`src/rtl/fft_pkg.sv`:
```
// rtl/fft_pkg.sv - shared FFT constants and frame buffer state encoding
package fft_pkg;

  localparam int FFT_N_DEFAULT = 32;
  localparam int FFT_NUM_BUFS  = 2;

  typedef enum logic [2:0] {
    BUF_FREE      = 3'd0,
    BUF_LOADING   = 3'd1,
    BUF_READY     = 3'd2,
    BUF_COMPUTING = 3'd3,
    BUF_COMPUTED  = 3'd4,
    BUF_UNLOADING = 3'd5
  } buf_state_e;

endpackage

```
`src/rtl/frame_buf_fsm.sv`:
```
// rtl/frame_buf_fsm.sv - lifecycle state of one frame buffer
// The scheduler only raises an event when it is legal for this buffer's current state.
module frame_buf_fsm
  import fft_pkg::*;
(
  input  logic       clk,
  input  logic       reset,
  input  logic       i_load_start,
  input  logic       i_load_done,
  input  logic       i_fft_start,
  input  logic       i_fft_done,
  input  logic       i_unload_start,
  input  logic       i_unload_done,
  output buf_state_e o_state
);

  buf_state_e r_state;
  buf_state_e w_next;

  always_ff @(posedge clk or negedge reset) begin
    if (!reset) begin
      r_state <= BUF_FREE;
    end else begin
      r_state <= w_next;
    end
  end

  always_comb begin
    w_next = r_state;
    case (r_state)
      BUF_FREE:      if (i_load_start)   w_next = BUF_LOADING;
      BUF_LOADING:   if (i_load_done)    w_next = BUF_READY;
      BUF_READY:     if (i_fft_start)    w_next = BUF_COMPUTING;
      BUF_COMPUTING: if (i_fft_done)     w_next = BUF_COMPUTED;
      BUF_COMPUTED:  if (i_unload_start) w_next = BUF_UNLOADING;
      BUF_UNLOADING: if (i_unload_done)  w_next = BUF_FREE;
      default:                           w_next = BUF_FREE;
    endcase
  end

  assign o_state = r_state;

endmodule

```
`src/rtl/frame_scheduler.sv`:
```
// rtl/frame_scheduler.sv - ping-pong scheduler for two FFT frame buffers
// Frames move load -> FFT -> unload in arrival order via three toggling pointers.
module frame_scheduler
  import fft_pkg::*;
#(
  parameter int N         = FFT_N_DEFAULT,
  parameter int TIMEOUT   = 4 * N * $clog2(N),
  parameter int CNT_WIDTH = 8
) (
  input  logic                 clk,
  input  logic                 reset,
  input  logic                 en,
  input  logic                 load_req,
  input  logic                 load_done,
  output logic                 load_grant,
  output logic                 load_buf,
  input  logic                 fft_busy,
  input  logic                 fft_done,
  output logic                 fft_start,
  output logic                 fft_buf,
  input  logic                 unload_req,
  input  logic                 unload_done,
  output logic                 unload_grant,
  output logic                 unload_buf,
  output logic [CNT_WIDTH-1:0] frame_count,
  output logic                 err
);

  localparam int              WD_W   = $clog2(TIMEOUT + 1);
  localparam logic [WD_W-1:0] WD_MAX  = WD_W'(TIMEOUT);
  localparam logic [WD_W-1:0] WD_LAST = WD_W'(TIMEOUT - 1);
  localparam logic [WD_W-1:0] WD_ONE  = WD_W'(1);

  buf_state_e w_state [FFT_NUM_BUFS];

  logic [FFT_NUM_BUFS-1:0] w_ld_start, w_ld_done, w_cp_start, w_cp_done, w_ul_start, w_ul_done;

  logic w_computing, w_load_fire, w_load_done_ok, w_start_fire, w_fft_done_ok;
  logic w_unload_fire, w_unload_done_ok, w_proto_err, w_wd_expire;

  logic                 r_ld_ptr, r_cp_ptr, r_ul_ptr;
  logic                 r_load_grant, r_load_buf;
  logic                 r_unload_grant, r_unload_buf;
  logic                 r_fft_start, r_fft_buf;
  logic [WD_W-1:0]      r_wdog;
  logic [CNT_WIDTH-1:0] r_frame_count;
  logic                 r_err;

  assign w_computing = (w_state[0] == BUF_COMPUTING) || (w_state[1] == BUF_COMPUTING);

  assign w_load_fire      = en && load_req && !r_load_grant && (w_state[r_ld_ptr] == BUF_FREE);
  assign w_load_done_ok   = load_done && r_load_grant;
  assign w_start_fire     = en && !fft_busy && !w_computing && (w_state[r_cp_ptr] == BUF_READY);
  assign w_fft_done_ok    = fft_done && w_computing;
  assign w_unload_fire    = en && unload_req && !r_unload_grant && (w_state[r_ul_ptr] == BUF_COMPUTED);
  assign w_unload_done_ok = unload_done && r_unload_grant;

  // Stray completion pulses are flagged but never allowed to move a buffer.
  assign w_proto_err = (load_done && !r_load_grant) || (unload_done && !r_unload_grant) ||
                       (fft_done && !w_computing);
  assign w_wd_expire = w_computing && !fft_done && (r_wdog == WD_LAST);

  for (genvar g = 0; g < FFT_NUM_BUFS; g++) begin : g_buf
    localparam logic IDX = 1'(g);

    assign w_ld_start[g] = w_load_fire      && (r_ld_ptr     == IDX);
    assign w_ld_done[g]  = w_load_done_ok   && (r_load_buf   == IDX);
    assign w_cp_start[g] = w_start_fire     && (r_cp_ptr     == IDX);
    assign w_cp_done[g]  = w_fft_done_ok    && (r_cp_ptr     == IDX);
    assign w_ul_start[g] = w_unload_fire    && (r_ul_ptr     == IDX);
    assign w_ul_done[g]  = w_unload_done_ok && (r_unload_buf == IDX);

    frame_buf_fsm u_fsm (
      .clk            (clk),
      .reset          (reset),
      .i_load_start   (w_ld_start[g]),
      .i_load_done    (w_ld_done[g]),
      .i_fft_start    (w_cp_start[g]),
      .i_fft_done     (w_cp_done[g]),
      .i_unload_start (w_ul_start[g]),
      .i_unload_done  (w_ul_done[g]),
      .o_state        (w_state[g])
    );
  end

  always_ff @(posedge clk or negedge reset) begin
    if (!reset) begin
      r_ld_ptr     <= 1'b0;
      r_load_grant <= 1'b0;
      r_load_buf   <= 1'b0;
    end else if (w_load_fire) begin
      r_load_grant <= 1'b1;
      r_load_buf   <= r_ld_ptr;
    end else if (w_load_done_ok) begin
      r_load_grant <= 1'b0;
      r_ld_ptr     <= ~r_ld_ptr;
    end
  end

  always_ff @(posedge clk or negedge reset) begin
    if (!reset) begin
      r_cp_ptr    <= 1'b0;
      r_fft_start <= 1'b0;
      r_fft_buf   <= 1'b0;
    end else begin
      r_fft_start <= w_start_fire;
      if (w_start_fire) r_fft_buf <= r_cp_ptr;
      if (w_fft_done_ok) r_cp_ptr <= ~r_cp_ptr;
    end
  end

  always_ff @(posedge clk or negedge reset) begin
    if (!reset) begin
      r_ul_ptr       <= 1'b0;
      r_unload_grant <= 1'b0;
      r_unload_buf   <= 1'b0;
      r_frame_count  <= '0;
    end else if (w_unload_fire) begin
      r_unload_grant <= 1'b1;
      r_unload_buf   <= r_ul_ptr;
    end else if (w_unload_done_ok) begin
      r_unload_grant <= 1'b0;
      r_ul_ptr       <= ~r_ul_ptr;
      r_frame_count  <= r_frame_count + CNT_WIDTH'(1);
    end
  end

  // Watchdog saturates at TIMEOUT so a hung engine cannot wrap it back to zero.
  always_ff @(posedge clk or negedge reset) begin
    if (!reset) begin
      r_wdog <= '0;
      r_err  <= 1'b0;
    end else begin
      if (w_start_fire) begin
        r_wdog <= '0;
      end else if (w_computing && !fft_done && (r_wdog != WD_MAX)) begin
        r_wdog <= r_wdog + WD_ONE;
      end
      if (w_proto_err || w_wd_expire) r_err <= 1'b1;
    end
  end

  assign load_grant   = r_load_grant;
  assign load_buf     = r_load_buf;
  assign fft_start    = r_fft_start;
  assign fft_buf      = r_fft_buf;
  assign unload_grant = r_unload_grant;
  assign unload_buf   = r_unload_buf;
  assign frame_count  = r_frame_count;
  assign err          = r_err;

endmodule

```
`config.mk`:
```
export PLATFORM = sky130hd
export DESIGN_NAME = frame_scheduler
export DESIGN_NICKNAME = d
export VERILOG_FILES = /design/src/rtl/fft_pkg.sv /design/src/rtl/frame_buf_fsm.sv /design/src/rtl/frame_scheduler.sv
export SDC_FILE = /design/constraint.sdc
export NUM_CORES = 1
export LEC_CHECK = 0
export CELL_PAD_IN_SITES_DETAIL_PLACEMENT = 0
export CELL_PAD_IN_SITES_GLOBAL_PLACEMENT = 1
export CORE_UTILIZATION = 46
export DETAILED_ROUTE_END_ITERATION = 10
export PLACE_DENSITY_LB_ADDON = 0.25
export SLEW_MARGIN = 30
export SYNTH_ARGS = -nofsm -noshare
export SYNTH_HDL_FRONTEND = slang
export SYNTH_SLANG_ARGS = --single-unit
```
`constraint.sdc`:
```
create_clock -name clk -period 4.9 [get_ports clk]
set_input_delay 0.735 -clock clk [delete_from_list [all_inputs] [get_ports clk]]
set_output_delay 0.735 -clock clk [all_outputs]
set_load 0.01 [all_outputs]
```
==> metrics.md, run 1 <==
| Metric | Value |
|---|---|
| Share of flip-flops with an asynchronous set or reset | `100%` |
| Vias after detailed routing | `1490` |
| Simple-gate portion of the synthesized area | `25.1%` |
| Most frequent cell after synthesis | `dfrtp_1` |
| DRT antenna net count | `0` |
| Worst rel slew slack | `52.0%` |
| Height of the die | `66.1 um` |
| Delay-heaviest family, CP | `buffers and inverters` |
| Logic pwr share | `29.2%` |
| First-pass GRT wire length | `6530 um` |
| RSZ-0062 raised after global routing | `no` |
| Number of distinct library cell variants in the gate-level netlist after synthesis | `48` |
| Root buffer cell | `clkbuf_8` |
| Dominant synthesized flop cell | `dfrtp_1` |
| Most numerous cell types in the synthesized netlist | `dfrtp_1, nor2_1, nand2_1` |
| Maximum buffer depth of the clock tree | `2` |
| Final hold violation count | `0` |
| Number of setup buffers added after CTS | `0` |
| Synthesized net count | `203` |
| Share of synthesized cell area in full adder, half adder and majority cells | `1.99%` |
| Kind of path behind the tightest hold check | `register to register` |
| Placer congestion estimate | `0.797` |
| Number of max-cap violations | `0` |
| Sinks on Clock Net | `34` |
| WL final | `3830 um` |
| Sequential share of power | `47.1%` |
| Register-to-Register Path Depth | `4` |
| Clock network power share | `23.6%` |
| Worst Setup Path Type | `input port to register` |
| Clk_lat worst skew | `0.29 ns` |
| Maximum number of pins on one net before global-route repair | `35` |
| Placed cells | `255` |
| FF-to-FF setup slack | `3.04 ns` |
| Fraction of the yosys area taken by sequential cells | `45.0%` |
| Final Max Slew Viols | `0` |
| Worst hold path startpoint | `frame_count[7]$_DFFE_PN0P_` |
| Buffers on Ports | `23` |
| Buffers and inverters on the worst path | `1` |
| Post-CTS sizing | `0` |
| Post-detail-place hpwl | `2800 um` |
| I/O pin count | `24` |
| Reg-to-Reg End | `r_wdog[9]$_DFFE_PN0P_` |
| Count of flip-flops with a built-in enable after synthesis | `0` |
| Post-synth top area share | `45.0%` |
| Sequential Area | `851 um^2` |
| Starting density of the core | `49.7%` |
| GRT Resource Usage Total | `20.4%` |
| Final setup violation count | `0` |
| P_sw | `0.000376 W` |
| Number of detailed-routing iterations run before antenna repair | `5` |
| Fin crit share | `45.6%` |
| Vias in the first global route | `1422` |
| Internal power | `0.000682 W` |
| Total die area | `4370 um^2` |
| Worst flop-to-flop path startpoint | `g_buf[0].u_fsm.o_state[2]$_DFFE_PN0P_` |
| Main combinational cell family by area after synthesis | `simple AND/OR/NAND/NOR gates` |
| Max FO, Critical Path | `13` |
| Arrival @ worst endpoint | `2.45 ns` |
| TritonCTS clock tree | `built` |
| Multi-input gate area in the final layout | `970 um^2` |
| Ratio of routed vias to standard cells | `5.67` |
| Cells after synthesis | `191` |
| DRC violation count after routing | `0` |
| Die width | `66.1 um` |
| Measured slew at the worst slew-check pin | `0.717 ns` |
| Clock Skews | `0.00344 ns` |
| Multiplexer share of the synthesized area | `0.596%` |
| Fillcell total | `327` |
| Library cell occupying the most area in the post-synthesis netlist | `dfrtp_1` |
| Register clock-pin slew on the reported worst setup and hold paths | `0.07 ns` |
| Number of antenna violations at the first check in global routing | `0` |
| Worst slack on hold paths | `0.474 ns` |
| Destination of the worst hold path | `frame_count[7]$_DFFE_PN0P_` |
| Area growth from synthesis to final layout | `19.1%` |
| Final Critical Period | `2.24 ns` |
| Total global routing overflow | `0` |
| Count of cells along the worst hold path | `1` |
| Avg Cell Area, Syn | `9.89 um^2` |
| Ys Warns | `0` |
| Cts-stage hold buffer count | `0` |
| Cell area after synthesis | `1890 um^2` |
| Compound-Gate Fraction of Synth Area | `16.7%` |
| Result of the run | `complete, no violations` |
| Post-DR wirelength/cell | `14.6 um` |
| Number of violations reported at the end of detailed-routing iteration 0 | `45` |
| Core footprint | `3800 um^2` |
| Number of cell rows | `22` |
| Cell Count, Final, Fillers Out | `263` |
| Kind of start point of the critical path | `input port` |
| Master of the slowest instance on the critical path | `clkdlybuf4s50_1` |
| Cells traversed along the worst timing path | `clkdlybuf4s50_1 -> a21o_1 -> or4_4 -> a21oi_2` |
| # diodes | `0` |
| TNS Setup | `0 ns` |
| Flop and latch count out of synthesis | `34` |
| Cts bufs inserted | `5` |
| Share of the synthesized netlist area taken by xor and xnor gates | `6.95%` |
| Layout Nets | `226` |
| Fraction of layout instances using a drive strength above 1 | `9.30%` |
| Net Sw Frac | `35.5%` |
| Max IR drop VDD | `0.305 mV` |
| Power density over cell area | `471 nW/um^2` |
| Critical Path RT | `5.12 ns` |
| Upper clock frequency limit | `447 MHz` |
| Main area contributors after synthesis | `dfrtp_1, xnor2_1, a2111oi_4` |
| CP endpoint kind | `register` |
| P_leak | `0.887 nW` |
| Critical Path Max Stage Delay | `0.72 ns` |
| Count of H-tree levels built during CTS | `2` |
==> worst max path at each step <==
stage                        start                                    end  slack, ns  depth (start not counted)
after floorplan           fft_done  g_buf[1].u_fsm.o_state[0]$_DFFE_PN0P_       3.27                          5
after global placement    fft_done                  r_wdog[7]$_DFFE_PN0P_       2.41                          4
after detailed placement  fft_done                  r_wdog[7]$_DFFE_PN0P_       2.37                          4
after CTS                 fft_done                  r_wdog[7]$_DFFE_PN0P_       2.67                          4
after global routing            en                  r_wdog[9]$_DFFE_PN0P_       2.53                          5
final                     fft_done                  r_wdog[7]$_DFFE_PN0P_       2.66                          4
==> cells in the final DEF, fill, tap and decap left out, drive strengths merged, types with 3 or more instances in the layout <==
cell type      instances
dfrtp                 34
clkdlybuf4s50         23
nor2                  21
nand2                 20
xnor2                 13
a21oi                  9
o21ai                  8
nand3                  7
inv                    6
nand4                  6
nand2b                 5
clkbuf                 5
nand3b                 5
nor2b                  3
nor4                   3
nor3                   3
a2111oi                3
ha                     3
==> per-stage QoR <==
step	area, um^2	util, %	total power (W)	setup WS, ns
after CTS	2250	59.2	0.00107	2.67
after floorplan	1890	-	0.000701	3.27
after global placement	2140	56.4	0.000798	2.41
after global routing	2250	59.2	0.00114	2.53
final	2250	59.2	0.00106	2.66
after detailed placement	2140	56.4	0.000815	2.37
==> cell type report <==
cell class / count / area share, %
multi-input cells: 143 / 43.1
flip-flops and latches: 34 / 37.8
repair buffers: 24 / 10.6
clock buffers: 5 / 3.06
well taps: 48 / 2.67
clock inverters: 3 / 1.78
inverters: 6 / 1.00
==> routing by layer <==
layer | routed length, um | part of all wire [%] | track usage (%) | vias to the layer above
met3 | 137 | 3.6 | 4.66 | 9
met2 | 1810 | 47 | 32.3 | 33
li1 | - | - | - | 731
met1 | 1810 | 47 | 26.3 | 717
met5 | 0 | 0 | 0 | -
met4 | 70 | 1.8 | 9.57 | 0
==> registers in the layout, summed over array words and instances, names as in the netlist <==
register / cells
fft_buf: 1
unload_grant: 1
r_ld_ptr: 1
g_buf.u_fsm.o_state: 6
fft_start: 1
r_wdog: 10
load_buf: 1
frame_count: 8
r_ul_ptr: 1
err: 1
load_grant: 1
unload_buf: 1
r_cp_ptr: 1
==> worst reg2reg max path, delay by kind of cell (launching register included) <==
family | cells | cell delay [ns]
flip-flops | 1 | 0.53
AND/OR/NAND/NOR | 4 | 1.18
==> power groups by stage <==
stage	logic [W]	registers [W]	clock network [W]
final	0.000310	0.000499	0.000250
after CTS	0.000314	0.000499	0.000258
after floorplan	0.000243	0.000458	0
after global routing	0.000349	0.000519	0.000269
after global placement	0.000301	0.000497	0
after detailed placement	0.000314	0.000501	0
==> logic make-up (layout without fill, tap and decap cells) <==
kind of cell             count (synthesis)  after routing
AND/OR/NAND/NOR                         86             86
AO/OA/AOI/OAI                           38             38
flip-flops                              34             34
XOR/XNOR                                15             15
buffers and inverters                   14             38
adder cells (fa/ha/maj)                  3              3
multiplexers                             1              1
No activity file was read; power rests on OpenSTA's default activity.
==> run 2, diff against run 1 <==
- CORE_UTILIZATION: 46 -> 38
- clock period: 4.9 -> 1.8 ns (I/O delays scaled with it)
==> run 2 against run 1 <==
  * Final area increased by 5.6%
  * Critical path depth did not move
  * Die area rose by 20%
  * Combinational power rose to 3.2 times the previous value
  * Largest cell class unchanged
==> metrics.md, run 2 (synthesis results as in run 1) <==
| Metric | Value |
|---|---|
| Result of the run | `complete, no violations` |
| Multi-input gate area in the final layout | `970 um^2` |
| Total global routing overflow | `0` |
| DRC violation count after routing | `0` |
| GRT Resource Usage Total | `18.3%` |
| First-pass GRT wire length | `7330 um` |
| Upper clock frequency limit | `613 MHz` |
| TNS Setup | `0 ns` |
| Fraction of layout instances using a drive strength above 1 | `15.2%` |
| P_leak | `0.957 nW` |
| CP endpoint kind | `register` |
| Highest-count cells in the layout ignoring fill and taps | `dfrtp_1, clkdlybuf4s50_1, nor2_1` |
| FF-to-FF setup slack | `0.17 ns` |
| Buffers and inverters on the worst path | `0` |
| Max FFs per register | `10` |
| Clock Skews | `0.00784 ns` |
| Final setup violation count | `0` |
| Number of cell rows | `25` |
| Register clock-pin slew on the reported worst setup and hold paths | `0.07 ns` |
| Worst Setup Path Type | `register to register` |
| Vias after detailed routing | `1579` |
| Power density over cell area | `1210 nW/um^2` |
| Fin crit share | `90.6%` |
| Maximum buffer depth of the clock tree | `2` |
| Utilization after layout | `50.0%` |
| Critical Path Max Stage Delay | `0.52 ns` |
| Kind of start point of the critical path | `register` |
| Critical Path RT | `2.02 ns` |
| TritonCTS clock tree | `built` |
| Total die area | `5260 um^2` |
| Final Max Slew Viols | `0` |
| Termination of the worst setup path | `r_wdog[7]$_DFFE_PN0P_` |
| Layout Nets | `242` |
| Final Worst Setup Slack | `0.169 ns` |
| Reg-to-Reg End | `r_wdog[7]$_DFFE_PN0P_` |
| RSZ-0062 raised after global routing | `no` |
| Placer congestion estimate | `0.787` |
| Levels on crit path | `4` |
| Number of detailed-routing iterations run before antenna repair | `4` |
| Maximum number of pins on one net before global-route repair | `35` |
| Ratio of routed vias to standard cells | `5.30` |
| Starting density of the core | `39.7%` |
| # diodes | `0` |
| Height of the die | `72.5 um` |
| Root buffer cell | `clkbuf_8` |
| Placement-stage worst setup slack | `0.0775 ns` |
| Master of the slowest instance on the critical path | `dfrtp_1` |
| Number of antenna violations at the first check in global routing | `0` |
| Final hold violation count | `0` |
| Delay-heaviest family, CP | `simple AND/OR/NAND/NOR gates` |
| Die width | `72.5 um` |
| Cts bufs inserted | `5` |
| Fillcell total | `450` |
| Area growth from synthesis to final layout | `25.8%` |
| Cts-stage hold buffer count | `0` |
| Worst rel slew slack | `70.3%` |
| Sinks on Clock Net | `34` |
| Post-detail-place hpwl | `3180 um` |
| Arrival @ worst endpoint | `1.85 ns` |
| Core footprint | `4750 um^2` |
| Final Critical Period | `1.63 ns` |
| Clk_lat worst skew | `0.28 ns` |
| Power after layout | `0.00287 W` |
| Most common cell after layout, fill and taps aside | `dfrtp_1` |
| Count of H-tree levels built during CTS | `2` |
| Vias in the first global route | `1568` |
| Buffers on Ports | `23` |
| WL final | `4200 um` |
| Number of max-cap violations | `0` |
| Sequential Area | `851 um^2` |
| Cells traversed along the worst timing path | `nand3b_4 -> a21o_1 -> or4_4 -> a21oi_2` |
| Max IR drop VDD | `0.567 mV` |
| Number of setup buffers added after CTS | `0` |
| Post-DR wirelength/cell | `14.1 um` |
| Worst flop-to-flop path startpoint | `g_buf[0].u_fsm.o_state[1]$_DFFE_PN0P_` |
| Number of violations reported at the end of detailed-routing iteration 0 | `99` |
| Register name with the most flops | `r_wdog` |
| DRT antenna net count | `0` |
| Post-CTS sizing | `0` |
| Measured slew at the worst slew-check pin | `0.439 ns` |
| Worst Setup SP | `g_buf[0].u_fsm.o_state[1]$_DFFE_PN0P_` |
| I/O pin count | `24` |
| Kind of path behind the tightest hold check | `input port to async pin` |
| Register-to-Register Path Depth | `4` |
| Max FO, Critical Path | `10` |
[run 2: changes by cell type in the layout (fill, tap and decap cells not counted)]
cell | previous run | this run
clkinv_2 | 2 | 1
bufinv_16 | 1 | 0
clkbuf_8 | 5 | 6
clkbuf_1 | 0 | 1
buf_4 | 1 | 17
[run 2: how the worst min path moves through the flow]
| stage | from | endpoint | slack (ns) | depth (start not counted) |
|---|---|---|---|---|
| after floorplan | reset | err$_DFFE_PN0P_ | -0.03 | 0 |
| after global placement | frame_count[7]$_DFFE_PN0P_ | frame_count[7]$_DFFE_PN0P_ | 0.47 | 1 |
| after detailed placement | frame_count[7]$_DFFE_PN0P_ | frame_count[7]$_DFFE_PN0P_ | 0.49 | 1 |
| after CTS | reset | unload_grant$_DFFE_PN0P_ | 0.41 | 2 |
| after global routing | reset | unload_grant$_DFFE_PN0P_ | 0.43 | 2 |
| final | reset | unload_grant$_DFFE_PN0P_ | 0.38 | 2 |
[run 2: metal layers]
layer | share of wire (%) | GRT usage [%] | vias up
met5 | 0 | 0 | -
met4 | 0.90 | 5.88 | 0
met3 | 2.8 | 3.75 | 5
met2 | 52 | 30.3 | 24
met1 | 44 | 23.9 | 786
li1 | - | - | 764
[run 2: through the flow]
stage / hold WS (ns) / instance area [um^2] / std cells
detailed placement: 0.494 / 2280 / 290
finish: 0.375 / 2380 / 298
CTS: 0.409 / 2380 / 298
global placement: 0.474 / 2280 / 290
floorplan: -0.0256 / 1890 / 191
global route: 0.431 / 2380 / 298
[run 2: where the power goes]
group / total [W] / switching (W) / internal (W)
clock network: 0.000587 / 0.000279 / 0.000309
registers: 0.00130 / 0.000312 / 0.000990
logic: 0.000977 / 0.000453 / 0.000524
total: 0.00287 / 0.00104 / 0.00182
[run 2: cell type report]
type / instances / area share [%]
Multi-Input combinational cell: 143 / 40.8
Inverter: 6 / 0.948
Sequential cell: 34 / 35.8
Clock buffer: 7 / 3.63
Clock inverter: 1 / 0.211
Timing Repair Buffer: 40 / 15.1
Tap cell: 67 / 3.53
==> run 3, diff against run 2 <==
- CAP_MARGIN: unset -> 15
==> results of run 3 <==
Final layout, timing and power as in run 2 (identical DEF).
==> edit 1, RTL diff (config.mk and constraints of run 1) <==
Make the reset (`reset`) synchronous in 5 clocked blocks.
--- a/src/rtl/frame_buf_fsm.sv
+++ b/src/rtl/frame_buf_fsm.sv
@@ -17,7 +17,7 @@
   buf_state_e r_state;
   buf_state_e w_next;
 
-  always_ff @(posedge clk or negedge reset) begin
+  always_ff @(posedge clk) begin
     if (!reset) begin
       r_state <= BUF_FREE;
     end else begin
--- a/src/rtl/frame_scheduler.sv
+++ b/src/rtl/frame_scheduler.sv
@@ -83,7 +83,7 @@
     );
   end
 
-  always_ff @(posedge clk or negedge reset) begin
+  always_ff @(posedge clk) begin
     if (!reset) begin
       r_ld_ptr     <= 1'b0;
       r_load_grant <= 1'b0;
@@ -97,7 +97,7 @@
     end
   end
 
-  always_ff @(posedge clk or negedge reset) begin
+  always_ff @(posedge clk) begin
     if (!reset) begin
       r_cp_ptr    <= 1'b0;
       r_fft_start <= 1'b0;
@@ -109,7 +109,7 @@
     end
   end
 
-  always_ff @(posedge clk or negedge reset) begin
+  always_ff @(posedge clk) begin
     if (!reset) begin
       r_ul_ptr       <= 1'b0;
       r_unload_grant <= 1'b0;
@@ -126,7 +126,7 @@
   end
 
   // Watchdog saturates at TIMEOUT so a hung engine cannot wrap it back to zero.
-  always_ff @(posedge clk or negedge reset) begin
+  always_ff @(posedge clk) begin
     if (!reset) begin
       r_wdog <= '0;
       r_err  <= 1'b0;
Check against the original RTL: differs if reset is asserted again (counterexample within 4 cycles, from zero or initial values and one cycle with reset low); with reset held inactive, the same outputs for 10 cycles.
==> edit 1 against run 1 <==
  * Register-to-register slack improved by 20 ps
  * Critical endpoint is now r_wdog[5]$_SDFFE_PP0P_
  * Sequential cell count did not move
  * Wire length rose by 7.8%
  * Worst setup slack improved by 110 ps
  * Area after synthesis decreased by 3.5%
  * Sequential share of layout area decreased by 6.2 points
  * Design area fell by 4.3%
Power is not compared: it rests on default switching activity, and its combinational part moved more than twofold at a synthesized area within 25%.
==> edit 1: results (changes against run 1) <==
Gr usage total: 0.2182 (+0.01407)
Share of layout cells above drive strength 1: 0.06867 (-0.02435)
Synth unique cells: 49 (+2.1%)
Outcome: finished clean
Metal2 WL: 1.910 mm (+5.3%)
Compound-cell area share of the yosys netlist: 0.1956 (+0.02872)
GR Util met2: 0.3451 (+0.02235)
Crit share post-route: 0.4341 (-0.02214)
Drt wl/cell: 14.70 µm (+0.90%)
Critical Path Max Stage Delay: 550 ps (-170 ps)
GR Util met1: 0.2816 (+0.01840)
Vias per cell: 5.911 (+4.3%)
Actual slew at the worst max-slew pin: 508.1 ps (-208.7 ps)
1st-iter DRT viols: 98 (+120%)
Hpwl dp: 2.924 mm (+4.3%)
Post-synthesis async set-or-reset flop share: 0 (-1.000)
Routability Congestion: 0.8349 (+4.8%)
Vias in the first global route: 1517 (+6.7%)
Layout net count: 244 (+8.0%)
Largest net degree at the start of global routing: 15 (-57%)
First-pass GRT wire length: 6.982 mm (+7.0%)
Synth cell count leaders: dfxtp_1, a21oi_1, nor2_1
First-pass DRT Iterations: 4 (-1)
Synthesized Nets: 225 (+11%)
M1 wire length: 1.933 mm (+6.9%)
Xor/xnor share of the synthesized area: 0.04804 (-0.02149)
Hold Crit Depth: 2 (+1)
-- edit 1: cell types whose count changed in the layout (fill, tap and decap cells not counted), moves of 5 or more --
cell,change
a21oi_1,+11
and2_1,+6
dfrtp_1,-34
dfxtp_1,+34
nand2_1,-5
nand3_1,+9
o31ai_1,+5
or4_1,+6
xnor2_1,-6
-- edit 1: kinds of logic (layout without fill, tap and decap cells) --
kind of cell | count (synthesis) | after routing
buffers and inverters | 20 | 40
and+or+nand+nor | 93 | 93
adders and majority gates | 3 | 3
xor gates and xnor gates | 10 | 10
DFF | 34 | 34
AOI/OAI and AO/OA | 53 | 53
-- edit 1: per-stage QoR --
stage          instances  instance area, µm²  hold WS (ps)  setup slack [ps]
3_3_place_gp         273                2042         487.3              2533
5_1_grt              281                2152         548.5              2640
3_5_place_dp         273                2042         505.1              2479
2_1_floorplan        213                1823         472.8              2984
4_1_cts              281                2152         518.5              2774
6_report             281                2152         517.6              2773
-- edit 1: power by group --
| part | internal [W] | switching [W] |
|---|---|---|
| registers | 0.000284 | 0.0000167 |
| clock network | 0.000142 | 0.000105 |
| logic | 0.0000305 | 0.0000353 |
-- edit 1: cell type report --
class | count | share of cell area
Timing Repair Buffer | 23 | 0.1070
Multi-Input combinational cell | 159 | 0.4820
Sequential cell | 34 | 0.3163
Tap cell | 48 | 0.02791
Inverter | 9 | 0.01570
Clock buffer | 8 | 0.05116
-- edit 1: worst paths after layout --
kind	from	to	slack, ps
max reg2reg	g_buf[1].u_fsm.o_state[1]$_SDFFE_PN0P_	r_wdog[5]$_SDFFE_PP0P_	3060
min	r_wdog[0]$_SDFFE_PP0P_	r_wdog[0]$_SDFFE_PP0P_	520
min reg2reg	r_wdog[0]$_SDFFE_PP0P_	r_wdog[0]$_SDFFE_PP0P_	520
max	fft_done	r_wdog[5]$_SDFFE_PP0P_	2770
==> edit 2, RTL diff (flow settings as in run 1) <==
Made on the original files. The package constant `FFT_NUM_BUFS` goes from 2 to 8.
--- a/src/rtl/fft_pkg.sv
+++ b/src/rtl/fft_pkg.sv
@@ -2,7 +2,7 @@
 package fft_pkg;
 
   localparam int FFT_N_DEFAULT = 32;
-  localparam int FFT_NUM_BUFS  = 2;
+  localparam int FFT_NUM_BUFS  = 8;
 
   typedef enum logic [2:0] {
     BUF_FREE      = 3'd0,
Formal check against the unedited RTL: same outputs for any inputs over 10 cycles, from zero or initial values and one cycle with reset low; that may be too few to reach the edited logic, so the function may still have changed.
==> edit 2 against run 1 <==
  * Count of clock-buffer cells in the layout is 1 higher
  * Fmax is 8.6% higher
  * Via count is 4.6% higher
  * Design area is 0.39% lower
  * Worst setup slack better by 180 ps
  * Hold slack worse by 5.5 ps
  * Sequential cell count stayed put
  * Wire length is 4.8% higher
  * Area after synthesis is 0.26% lower
Power is not compared: it rests on default switching activity, and its combinational part moved more than twofold at a synthesized area within 25%.
==> edit 2: results (changes against run 1) <==
Gr usage total: 0.2110 (+0.006860)
Worst Hold Slack: 468.7 ps (-5.501 ps)
Worst vdd ir: 216.3 µV
CP Data Arrival Time: 2220 ps (-230 ps)
Port Buf Inserts: 23 (unchanged)
Worst setup path end: r_wdog[8]$_DFFE_PN0P_
Via count: 1558 (+4.6%)
Top post-synthesis cells by area: dfrtp_1, xnor2_1, a21oi_1
Outcome: finished clean
Met3 wire length: 223 µm (+63%)
Layout net count: 227 (+0.44%)
Total wire length: 4.014 mm (+4.8%)
Routability Congestion: 0.8386 (+5.3%)
M1 wire length: 1.802 mm (-0.33%)
Hold Crit Depth: 1 (unchanged)
Metal2 WL: 1.914 mm (+5.5%)
Synthesized Nets: 204 (+0.49%)
1st-iter DRT viols: 85 (+89%)
Synth Instances: 192 (+0.52%)
FF-to-FF End: r_wdog[2]$_DFFE_PN0P_
Top sig layer: met4
Drt wl/cell: 15.20 µm (+4.4%)
Seq/Total Area, Yosys: 0.4515 (+0.001196)
First-pass GRT wire length: 6.858 mm (+5.1%)
Inst Count DP: 256 (+0.39%)
Clock Skew: 2.408 ps (-1.027 ps)
Synth cell count leaders: dfrtp_1, nor2_1, nand2_1
Max reg flops: 10 (unchanged)
First-pass DRT Iterations: 4 (-1)
CP Max Fanout: 9 (-4)
Hpwl dp: 2.860 mm (+2.0%)
Share of layout cells above drive strength 1: 0.08796 (-0.005060)
R2R Setup Slk: 3070 ps (+30 ps)
Max transition margin: 0.7169 (+0.1966)
Syn. warnings: 0 (unchanged)
Vias in the first global route: 1513 (+6.4%)
[edit 2: stage by stage]
| step | cell area [µm²] | setup slack (ps) | utilization |
|---|---|---|---|
| after floorplan | 1884 | 3079 | - |
| after global placement | 2146 | 2577 | 0.5649 |
| after detailed placement | 2146 | 2550 | 0.5649 |
| after CTS | 2241 | 2853 | 0.5899 |
| after global routing | 2241 | 2696 | 0.5899 |
| final | 2241 | 2843 | 0.5899 |
[edit 2: area by class of cell]
type / instances / area, µm²
well taps: 48 / 60.06
clock buffers: 6 / 82.58
inverters: 7 / 26.28
clock inverters: 2 / 12.51
fillers: 334 / 1558
multi-input cells: 143 / 970.9
flip-flops and latches: 34 / 850.8
repair buffers: 24 / 237.7
[edit 2: cell families (layout without fill, tap and decap cells)]
family / count (synthesis) / count (layout) / share of synthesized area
buf+inv: 15 / 39 / 0.03320
flops: 34 / 34 / 0.4515
fa+ha+maj: 3 / 3 / 0.01992
simple gates: 81 / 81 / 0.2596
xor+xnor: 14 / 14 / 0.06507
compound gates: 45 / 45 / 0.1707
[edit 2: power breakdown]
| part | switching, W | total [W] | internal [W] |
|---|---|---|---|
| combinational | 0.0000627 | 0.000146 | 0.0000830 |
| clock | 0.000105 | 0.000217 | 0.000113 |
| sequential | 0.0000746 | 0.000391 | 0.000317 |
| total | 0.000242 | 0.000755 | 0.000513 |
[edit 2: per-layer routing]
metal / vias up / global-route usage
met4: 0 / 0.09043
met1: 748 / 0.2677
met3: 8 / 0.06034
met2: 57 / 0.3342
met5: - / 0
li1: 745 / -
[edit 2: worst max-delay path, stage by stage]
cell             delay, ps
clkdlybuf4s50_1        540
nand4bb_1              350
a2111oi_2              380
xnor2_1                160
nor2_1                  50
